===== src/rtl/fp_to_int_32_if.sv =====
// Start/done handshake bundle for the FP32-to-int32 converter.
// The requester drives start/a; the converter returns busy/done/result/flags.
interface fp_to_int_32_if;
  logic        start;
  logic [31:0] a;
  logic        busy;
  logic        done;
  logic [31:0] result;
  logic        overflow;
  logic        invalid;

  modport master (
    output start, a,
    input  busy, done, result, overflow, invalid
  );

  modport slave (
    input  start, a,
    output busy, done, result, overflow, invalid
  );
endinterface


===== src/rtl/fp_to_int_32.sv =====
// FP32 to signed int32, one shift per cycle; latency n+1 (1 for specials), start ignored while busy.
// Truncates toward zero; FP2INT_ROUND_EN selects round-to-nearest-even on the magnitude.
module fp_to_int_32 (
  input  logic          clk,
  input  logic          reset,
  fp_to_int_32_if.slave cvt
);

  typedef enum logic [1:0] {IDLE, SHIFT, FINISH} state_t;

  state_t      state_q, state_d;
  logic [31:0] acc_q, acc_d;
  logic [4:0]  cnt_q, cnt_d;
  logic        left_q, left_d;
  logic        sign_q, sign_d;
  logic        special_q, special_d;
  logic        ovf_pend_q, ovf_pend_d;
  logic        inv_pend_q, inv_pend_d;
  logic        busy_q, busy_d;
  logic        done_q, done_d;
  logic [31:0] result_q, result_d;
  logic        overflow_q, overflow_d;
  logic        invalid_q, invalid_d;
`ifdef FP2INT_ROUND_EN
  logic        guard_q, guard_d;
  logic        sticky_q, sticky_d;
`endif

  logic        a_sign;
  logic [7:0]  a_exp;
  logic [22:0] a_man;
  logic [7:0]  a_e;
  logic [4:0]  a_n;
  logic        round_inc;
  logic [31:0] mag;

  assign a_sign = cvt.a[31];
  assign a_exp  = cvt.a[30:23];
  assign a_man  = cvt.a[22:0];

  always_comb begin
    a_e = a_exp - 8'd127;
    a_n = (a_e >= 8'd23) ? 5'(a_e - 8'd23) : 5'(8'd23 - a_e);
  end

`ifdef FP2INT_ROUND_EN
  assign round_inc = guard_q & (sticky_q | acc_q[0]);
`else
  assign round_inc = 1'b0;
`endif
  assign mag = acc_q + {31'd0, round_inc};

  always_comb begin
    state_d    = state_q;
    acc_d      = acc_q;
    cnt_d      = cnt_q;
    left_d     = left_q;
    sign_d     = sign_q;
    special_d  = special_q;
    ovf_pend_d = ovf_pend_q;
    inv_pend_d = inv_pend_q;
    busy_d     = busy_q;
    done_d     = 1'b0;
    result_d   = result_q;
    overflow_d = overflow_q;
    invalid_d  = invalid_q;
`ifdef FP2INT_ROUND_EN
    guard_d    = guard_q;
    sticky_d   = sticky_q;
`endif

    case (state_q)
      IDLE: begin
        if (cvt.start) begin
          busy_d     = 1'b1;
          overflow_d = 1'b0;
          invalid_d  = 1'b0;
          sign_d     = a_sign;
          special_d  = 1'b0;
          ovf_pend_d = 1'b0;
          inv_pend_d = 1'b0;
          cnt_d      = 5'd0;
          left_d     = 1'b0;
`ifdef FP2INT_ROUND_EN
          guard_d    = 1'b0;
          sticky_d   = 1'b0;
`endif
          // Special results are stored pre-signed in acc and bypass negation.
          if (a_exp == 8'hFF && a_man != 23'd0) begin
            acc_d      = 32'h7FFF_FFFF;
            special_d  = 1'b1;
            inv_pend_d = 1'b1;
            state_d    = FINISH;
          end else if (cvt.a == 32'hCF00_0000) begin
            acc_d     = 32'h8000_0000;
            special_d = 1'b1;
            state_d   = FINISH;
          end else if (a_exp >= 8'd158) begin
            acc_d      = a_sign ? 32'h8000_0000 : 32'h7FFF_FFFF;
            special_d  = 1'b1;
            ovf_pend_d = 1'b1;
            state_d    = FINISH;
          end else if (a_exp < 8'd127) begin
            acc_d   = 32'd0;
`ifdef FP2INT_ROUND_EN
            // 0.5 <= |a| < 1 looks like a guard bit with the fraction as sticky.
            guard_d  = (a_exp == 8'd126);
            sticky_d = (a_man != 23'd0);
`endif
            state_d = FINISH;
          end else begin
            acc_d   = {8'h00, 1'b1, a_man};
            left_d  = (a_e >= 8'd23);
            cnt_d   = a_n;
            state_d = (a_n == 5'd0) ? FINISH : SHIFT;
          end
        end
      end

      SHIFT: begin
        if (left_q) begin
          acc_d = {acc_q[30:0], 1'b0};
        end else begin
          acc_d = {1'b0, acc_q[31:1]};
`ifdef FP2INT_ROUND_EN
          guard_d  = acc_q[0];
          sticky_d = sticky_q | guard_q;
`endif
        end
        cnt_d = cnt_q - 5'd1;
        if (cnt_q == 5'd1) begin
          state_d = FINISH;
        end
      end

      FINISH: begin
        result_d   = special_q ? acc_q : (sign_q ? (32'd0 - mag) : mag);
        overflow_d = ovf_pend_q;
        invalid_d  = inv_pend_q;
        done_d     = 1'b1;
        busy_d     = 1'b0;
        state_d    = IDLE;
      end

      default: begin
        state_d = IDLE;
      end
    endcase
  end

  always_ff @(posedge clk) begin
    if (!reset) begin
      state_q    <= IDLE;
      acc_q      <= 32'd0;
      cnt_q      <= 5'd0;
      left_q     <= 1'b0;
      sign_q     <= 1'b0;
      special_q  <= 1'b0;
      ovf_pend_q <= 1'b0;
      inv_pend_q <= 1'b0;
      busy_q     <= 1'b0;
      done_q     <= 1'b0;
      result_q   <= 32'd0;
      overflow_q <= 1'b0;
      invalid_q  <= 1'b0;
`ifdef FP2INT_ROUND_EN
      guard_q    <= 1'b0;
      sticky_q   <= 1'b0;
`endif
    end else begin
      state_q    <= state_d;
      acc_q      <= acc_d;
      cnt_q      <= cnt_d;
      left_q     <= left_d;
      sign_q     <= sign_d;
      special_q  <= special_d;
      ovf_pend_q <= ovf_pend_d;
      inv_pend_q <= inv_pend_d;
      busy_q     <= busy_d;
      done_q     <= done_d;
      result_q   <= result_d;
      overflow_q <= overflow_d;
      invalid_q  <= invalid_d;
`ifdef FP2INT_ROUND_EN
      guard_q    <= guard_d;
      sticky_q   <= sticky_d;
`endif
    end
  end

  assign cvt.busy     = busy_q;
  assign cvt.done     = done_q;
  assign cvt.result   = result_q;
  assign cvt.overflow = overflow_q;
  assign cvt.invalid  = invalid_q;

endmodule


===== src/flat_wrapper.sv =====
// flat-port wrapper written by rule: the top's interface ports become plain ports
module fp_to_int_32_flat 
  (clk, reset, cvt_start, cvt_a, cvt_busy, cvt_done, cvt_result, cvt_overflow, cvt_invalid);
  fp_to_int_32_if cvt_i ();
  input  logic clk;
  input  logic reset;
  input wire logic [$bits(cvt_i.start)-1:0] cvt_start;
  input wire logic [$bits(cvt_i.a)-1:0] cvt_a;
  output wire logic [$bits(cvt_i.busy)-1:0] cvt_busy;
  output wire logic [$bits(cvt_i.done)-1:0] cvt_done;
  output wire logic [$bits(cvt_i.result)-1:0] cvt_result;
  output wire logic [$bits(cvt_i.overflow)-1:0] cvt_overflow;
  output wire logic [$bits(cvt_i.invalid)-1:0] cvt_invalid;
  assign cvt_i.start = cvt_start;
  assign cvt_i.a = cvt_a;
  assign cvt_busy = cvt_i.busy;
  assign cvt_done = cvt_i.done;
  assign cvt_result = cvt_i.result;
  assign cvt_overflow = cvt_i.overflow;
  assign cvt_invalid = cvt_i.invalid;
  fp_to_int_32 u_core (.clk(clk), .reset(reset), .cvt(cvt_i));
endmodule

===== config.mk =====
export PLATFORM = sky130hd
export DESIGN_NAME = fp_to_int_32_flat
export DESIGN_NICKNAME = d
export VERILOG_FILES = /design/src/rtl/fp_to_int_32_if.sv /design/src/rtl/fp_to_int_32.sv /design/src/flat_wrapper.sv
export SDC_FILE = /design/constraint.sdc
export NUM_CORES = 1
export LEC_CHECK = 0
export CORE_ASPECT_RATIO = 0.8
export CORE_UTILIZATION = 40
export DETAILED_ROUTE_END_ITERATION = 6
export REMOVE_ABC_BUFFERS = 1
export SETUP_SLACK_MARGIN = 0.02
export SYNTH_ARGS = -nofsm -noshare
export SYNTH_HDL_FRONTEND = slang
export SYNTH_SLANG_ARGS = --single-unit

===== constraint.sdc =====
create_clock -name clk -period 2.53 [get_ports clk]
set_input_delay 0.506 -clock clk [delete_from_list [all_inputs] [get_ports clk]]
set_output_delay 0.506 -clock clk [all_outputs]
set_load 0.005 [all_outputs]

==> out/qor.yml, run 1 <==
outcome:
  outcome: "finished with violations"
  violations: "DRC"
synth:
  syn_area_um2: 4880
  ys_types: 58
  ys_seq_elements: 80
  ys.flop_type: "dfxtp_1"
  yosysSeqAreaShare: 0.328
  yosys_warnings: 0
  avgSynthCellArea_um2: 7.88
  synth_edf_count: 0
  synthCells: 619
  synthArstFlopShare: 0
route:
  drc: 5
  vias: 4921
  drtAntennaViolNets: 0
  post_drt_wl_per_cell_um: 16.4
  drt_iter0_markers: 312
  wl_um: 14000
  drt-vias-per-instance: 5.76
  first_pass_iters: 7
timing:
  max-slew-margin-rel: 0.457
  post-route-period-util: 0.960
  slew_viol_final: 0
  fmax_mhz: 412
  rsz0062_at_grt: "true"
  fin_crit_ps: 2430
  worst_pin_slew_ps: 814
  setup_violations: 0
  hold_viol_final: 0
  fin_skew_ps: 6.21
  worst_slack_ps: 102
placement:
  portBuffers: 70
  dp_slack_ps: -272
  gp_congestion: 0.877
  dp_hpwl_um: 10100
setup_path:
  cp-end-kind: "register"
  crit_arrival_ps: 2640
  worst_ep_required_time_ps: 2740
  worstPathMaxFanout: 5
  critPathKind: "reg2reg"
  critPathLaunchType: "register"
grt:
  grt_pass1_wl_um: 22600
  grt_pass1_vias: 4518
  track_usage: 0.225
  grt_max_degree: 63
  antenna_found_initial: 0
  globalRouteOverflowTotal: 0
finish:
  fin_nets: 744
  post-route-util: 0.546
  drive_gt1_frac: 0.140
  antenna_cells: 0
  areaGrowthSynthToFinish_pct: 31.0
  n_fill_cell: 1102
floorplanning:
  start_util: 0.417
  chipHeight_um: 101
  die_w_um: 125
  row_count: 35
  core_um2: 11700
  ios: 71
  dieArea_um2: 12600
clocking:
  clk_pin_slew_ps: 60
  clk_path_buf_depth: 2
  cts_hold_buf: 0
  clockRootBuffer: "clkbuf_16"
  worst_skew_pair.late_latency_ps: 340
  htreeDepth: 3
  cts_tree: "done"
  clock_sinks: 80
  cts_buffers: 9
power_and_ir_drop:
  p_per_area_nw_per_um2: 590
  ir_drop_uv: 364
  p_leak_nw: 2.44
run:
  drv_cap: 0
worst_hold_path:
  worstHoldPathType: "reg2reg"
==> stage by stage <==
| step | area (um^2) | hold slack (ps) | setup TNS, ps | power [mW] | instances |
|---|---|---|---|---|---|
| 2_1_floorplan | 4670 | 444 | -10290 | 1.96 | 565 |
| 3_3_place_gp | 6030 | 440 | -2400 | 2.36 | 839 |
| 3_5_place_dp | 6030 | 449 | -4380 | 2.38 | 839 |
| 4_1_cts | 6340 | 457 | 0 | 3.77 | 854 |
| 5_1_grt | 6390 | 489 | 0 | 3.95 | 855 |
| 6_report | 6390 | 455 | 0 | 3.77 | 855 |
==> layout make-up <==
class | count | area, um^2 | area share
repair buffers | 127 | 1170 | 0.184
inverters | 12 | 45.0 | 0.00705
well taps | 148 | 185 | 0.0290
clock buffers | 10 | 229 | 0.0358
clock inverters | 5 | 81.3 | 0.0127
flip-flops and latches | 80 | 1600 | 0.251
multi-input cells | 473 | 3070 | 0.481
==> cells in the final DEF (no fill, tap or decap), types with 3 or more instances in the layout <==
cell type and instances:
o21ai_0 80, dfxtp_1 79, clkdlybuf4s50_1 69, buf_4 53, nor2_1 51, nand2_1 44
a21oi_1 43, mux2i_1 31, a211oi_1 25, o211a_1 15, xnor2_1 15, xor2_1 15
inv_1 12, nand3_1 12, nor3_1 12, nor2b_1 11, a31oi_1 10, nor4_1 9
clkbuf_16 9, o221a_2 7, nand2b_1 6, ha_1 6, or3_1 5, a22oi_1 5
o31ai_1 5, nand4_1 4, and2_1 4, or4_4 4, o21a_1 4, buf_12 4
or2_2 3, a22o_1 3, and3_1 3, o41ai_1 3
==> cells by family (layout without fill, tap and decap cells) <==
kind of cell    count (synthesis)  count (layout)  share of synthesized area
buf+inv                        66             154                     0.0516
compound gates                224             224                      0.299
mux                            33              33                     0.0683
simple gates                  180             180                      0.184
flops                          80              80                      0.328
xor+xnor                       30              30                     0.0539
fa+ha+maj                       6               6                     0.0154
==> registers in the layout (all words and copies together) (netlist names), 2 cells and up <==
name and flops:
u_core.state_q 2, u_core.cnt_q 5, u_core.acc_q 32, u_core.cvt.result 32
==> synthesized netlist by cell type (all sizes together), types with 3 or more instances <==
master  number  area (um^2)
o21ai       83          415
dfxtp       80         1600
nor2        52          195
clkbuf      49          185
nand2       44          165
a21oi       43          215
mux2i       31          310
a211oi      25          188
o211a       15          150
xnor2       15          131
xor2        15          131
nor3        13         65.1
inv         12         45.0
nand3       12         60.1
nor2b       12         75.1
nor4        11         83.8
a31oi       10         62.6
o221a        7         78.8
ha           6         75.1
nand2b       6         37.5
o31ai        6         58.8
a22oi        5         37.5
buf          5         21.3
or3          5         31.3
or4          5         45.0
and2         4         25.0
nand4        4         25.0
o21a         4         30.0
a22o         3         26.3
and3         3         18.8
o41ai        3         26.3
or2          3         18.8
==> where the power goes <==
group          switching (mW)  internal, mW
clock                   0.524         0.861
combinational           0.483         0.442
sequential              0.102          1.36
==> what timing repair did <==
item | CTS | global route
resized for setup | 0 | 7
buffers inserted | 0 | 1
setup endpoints to repair | 0 | 17
==> per-layer routing <==
layer	part of all wire	up-vias	GRT usage	wire length, um
li1	-	2434	-	-
met1	0.50	2322	0.312	6950
met2	0.43	143	0.353	6100
met3	0.051	22	0.0382	710
met4	0.019	0	0.0797	264
met5	0	-	0	0
==> path summary, 6_finish.rpt <==
| kind | start | end | slack (ps) | depth (start not counted) |
|---|---|---|---|---|
| worst min-delay path | u_core.cvt.result[20]$_SDFFE_PN0P_ | u_core.cvt.result[20]$_SDFFE_PN0P_ | 450 | 2 |
| worst max-delay path | u_core.acc_q[9]$_SDFFE_PN0P_ | u_core.cvt.result[22]$_SDFFE_PN0P_ | 100 | 6 |
| worst min register to register | u_core.cvt.result[20]$_SDFFE_PN0P_ | u_core.cvt.result[20]$_SDFFE_PN0P_ | 450 | 2 |
| worst max register to register | u_core.acc_q[9]$_SDFFE_PN0P_ | u_core.cvt.result[22]$_SDFFE_PN0P_ | 100 | 6 |
==> critical path, cell delays in order (launching register included) <==
cell and delay, ps:
dfxtp_1 340, or4_4 580, or4_4 430, or4_4 520
o21ai_1 180, xor2_1 170, o21ai_0 80
Power figures use the tool's default switching activity.
==> run 2, diff against run 1 <==
Clock period 2.53 ns to 3.1 ns, I/O delays scaled along.
==> run 2 against run 1 <==
Against the previous run: the run still ends with DRC left; sequential power fell by 17%; power shrank 19%; combinational power fell by 28%; register-to-register slack better by 300 ps; worst setup slack gained 270 ps; clock power shrank 14%; routed wire length is 1.8% lower; critical path depth grew 1; count of clock-buffer cells in the layout up 1; die area unchanged; first-iteration DRC count increased by 6.7%; critical path type is now in2reg; critical endpoint is now u_core.acc_q[29]$_SDFFE_PN0P_; highest routed layer unchanged.
==> out/qor.yml, run 2 (same netlist as run 1, synthesis figures left out) <==
power_and_ir_drop:
  p_per_area_nw_per_um2: 507  # -14%
  p_leak_nw: 2.23  # -8.5%
  power.switching_mw: 0.890  # -20%
  cell_internal_pwr_mw: 2.16  # -19%
  p_comb_frac: 0.217  # -0.028
  pwr-share-seq: 0.397  # +0.010
  clkPwrFrac: 0.386  # +0.019
  switching_share: 0.291  # -0.00266
  ir_drop_uv: 302  # -17%
setup_path:
  cp-end-kind: "register"
  critPathTopFamily: "compound AO/OA/AOI/OAI gates"
  critPathSlowestCell: "nor4_1"
  crit_arrival_ps: 2960  # +320 ps
  crit_buf_inv: 1  # +1
  critPathLaunchType: "primary input"
  path_cells: "clkdlybuf4s50_1, nor4_1, nand4_1, o21ai_0, o21a_1, o21ai_1, o221a_2"
  critPathKind: "in2reg"
  cp.depth: 7  # +1
  max_stage_delay_ps: 570  # about the same
  worstPathMaxFanout: 7  # +2
  worst_ep_required_time_ps: 3330  # +590 ps
  ff2ff_path_depth: 6  # unchanged
route:
  wl_um: 13800  # -1.8%
  drt-vias-per-instance: 5.81  # +1.0%
  vias: 4750  # -3.5%
  first_pass_iters: 6  # -1
  drt_iter0_markers: 333  # +6.7%
  drtAntennaViolNets: 0  # unchanged
  post_drt_wl_per_cell_um: 16.9  # +2.8%
  drc: 5  # unchanged
clocking:
  clk_pin_slew_ps: 60  # about the same
  cts_buffers: 9  # unchanged
  clk_path_buf_depth: 2  # unchanged
  postCtsSetupBuffers: 0  # unchanged
  ctsResizeCount: 0  # unchanged
  clock_sinks: 80  # unchanged
  clockRootBuffer: "clkbuf_16"
  htreeDepth: 3  # unchanged
  cts_tree: "done"
  worst_skew_pair.late_latency_ps: 340  # about the same
  cts_hold_buf: 0  # unchanged
finish:
  areaGrowthSynthToFinish_pct: 23.6
  layout_common_cells: "o21ai_0, dfxtp_1, clkdlybuf4s50_1"
  layout.cells.most_common: "o21ai_0"
  antenna_cells: 0  # unchanged
  design_area_um2: 6030  # -5.6%
  fin_nets: 705  # -5.2%
  drive_gt1_frac: 0.0837  # -0.0563
  post-route-util: 0.516  # -0.0307
  layoutNonFillerInstCount: 817  # -4.4%
timing:
  setup_tns_ps: 0  # unchanged
  post-route-period-util: 0.880
  fin_crit_ps: 2730
  worst_slack_ps: 371  # +269 ps
  worst_pin_slew_ps: 1010  # +194 ps
  fmax_mhz: 366
  max-slew-margin-rel: 0.328  # -0.130
  slew_viol_final: 0  # unchanged
  hold_viol_final: 0  # unchanged
  setup_violations: 0  # unchanged
  fin_skew_ps: 10.6  # +4.42 ps
  rsz0062_at_grt: "false"
floorplanning:
  core_um2: 11700  # unchanged
  ios: 71  # unchanged
  row_count: 35  # unchanged
  start_util: 0.417  # unchanged
  dieArea_um2: 12600  # unchanged
  chipHeight_um: 101  # unchanged
  die_w_um: 125  # unchanged
grt:
  track_usage: 0.223  # -0.00200
  globalRouteOverflowTotal: 0  # unchanged
  grt_pass1_vias: 4404  # -2.5%
  grt_pass1_wl_um: 22500  # -0.67%
  antenna_found_initial: 0  # unchanged
  grt_max_degree: 44  # -30%
run:
  drv_cap: 0  # unchanged
worst_hold_path:
  worstHoldPathType: "reg2reg"
  hold_depth: 2  # unchanged
placement:
  dp_slack_ps: 68.2  # +341 ps
  dp_hpwl_um: 9710  # -3.6%
  gp_congestion: 0.862  # -1.7%
  portBuffers: 70  # unchanged
  dpl_cell_area_um2: 5700  # -5.6%
  dp.cells: 801  # -4.5%
outcome:
  outcome: "finished with violations"
  violations: "DRC"
-- run 2: cell count changes in the layout (fill, tap and decap cells not counted), sizes merged --
cell      previous run  this run
buf                 58        19
clkinv               1         3
clkbuf              10        11
clkinvlp             1         0
inv                 13        12
-- run 2: path summary, 6_finish.rpt --
path | endpoint | slack (ps) | from
setup / recovery | u_core.acc_q[29]$_SDFFE_PN0P_ | 370 | cvt_a[16]
hold / removal | u_core.cvt.result[20]$_SDFFE_PN0P_ | 460 | u_core.cvt.result[20]$_SDFFE_PN0P_
setup reg to reg | u_core.cvt.result[20]$_SDFFE_PN0P_ | 400 | u_core.acc_q[10]$_SDFFE_PN0P_
hold reg to reg | u_core.cvt.result[20]$_SDFFE_PN0P_ | 460 | u_core.cvt.result[20]$_SDFFE_PN0P_
-- run 2: metrics by stage --
step                hold WS [ps]  power, mW
floorplan                    444       1.60
global placement             440       1.87
detailed placement           446       1.89
CTS                          458       3.07
global route                 482       3.19
finish                       456       3.05
-- run 2: cell type report --
class,instances,area [um^2]
fillers,1125,5660
multi-input cells,473,3030
flip-flops and latches,80,1600
repair buffers,88,831
clock buffers,11,253
well taps,148,185
clock inverters,5,78.8
inverters,12,45.0
-- run 2: worst register-to-register path, delay by kind of cell, from the launching register on --
kind            cells  cell delay, ps
simple gates        3            1750
xor+xnor            1             170
compound gates      2             260
flops               1             410
-- run 2: layer usage --
layer	track usage	share of wire	up-vias
met2	0.349	0.43	132
met5	0	0	-
met1	0.317	0.51	2243
met4	0.0610	0.013	0
met3	0.0356	0.044	14
li1	-	-	2361
-- run 2: power groups by stage --
stage | Clock [mW] | Combinational [mW] | Sequential (mW)
3_5_place_dp | 0 | 0.656 | 1.23
3_3_place_gp | 0 | 0.644 | 1.23
6_report | 1.18 | 0.663 | 1.21
5_1_grt | 1.23 | 0.735 | 1.22
4_1_cts | 1.20 | 0.661 | 1.21
2_1_floorplan | 0 | 0.392 | 1.21
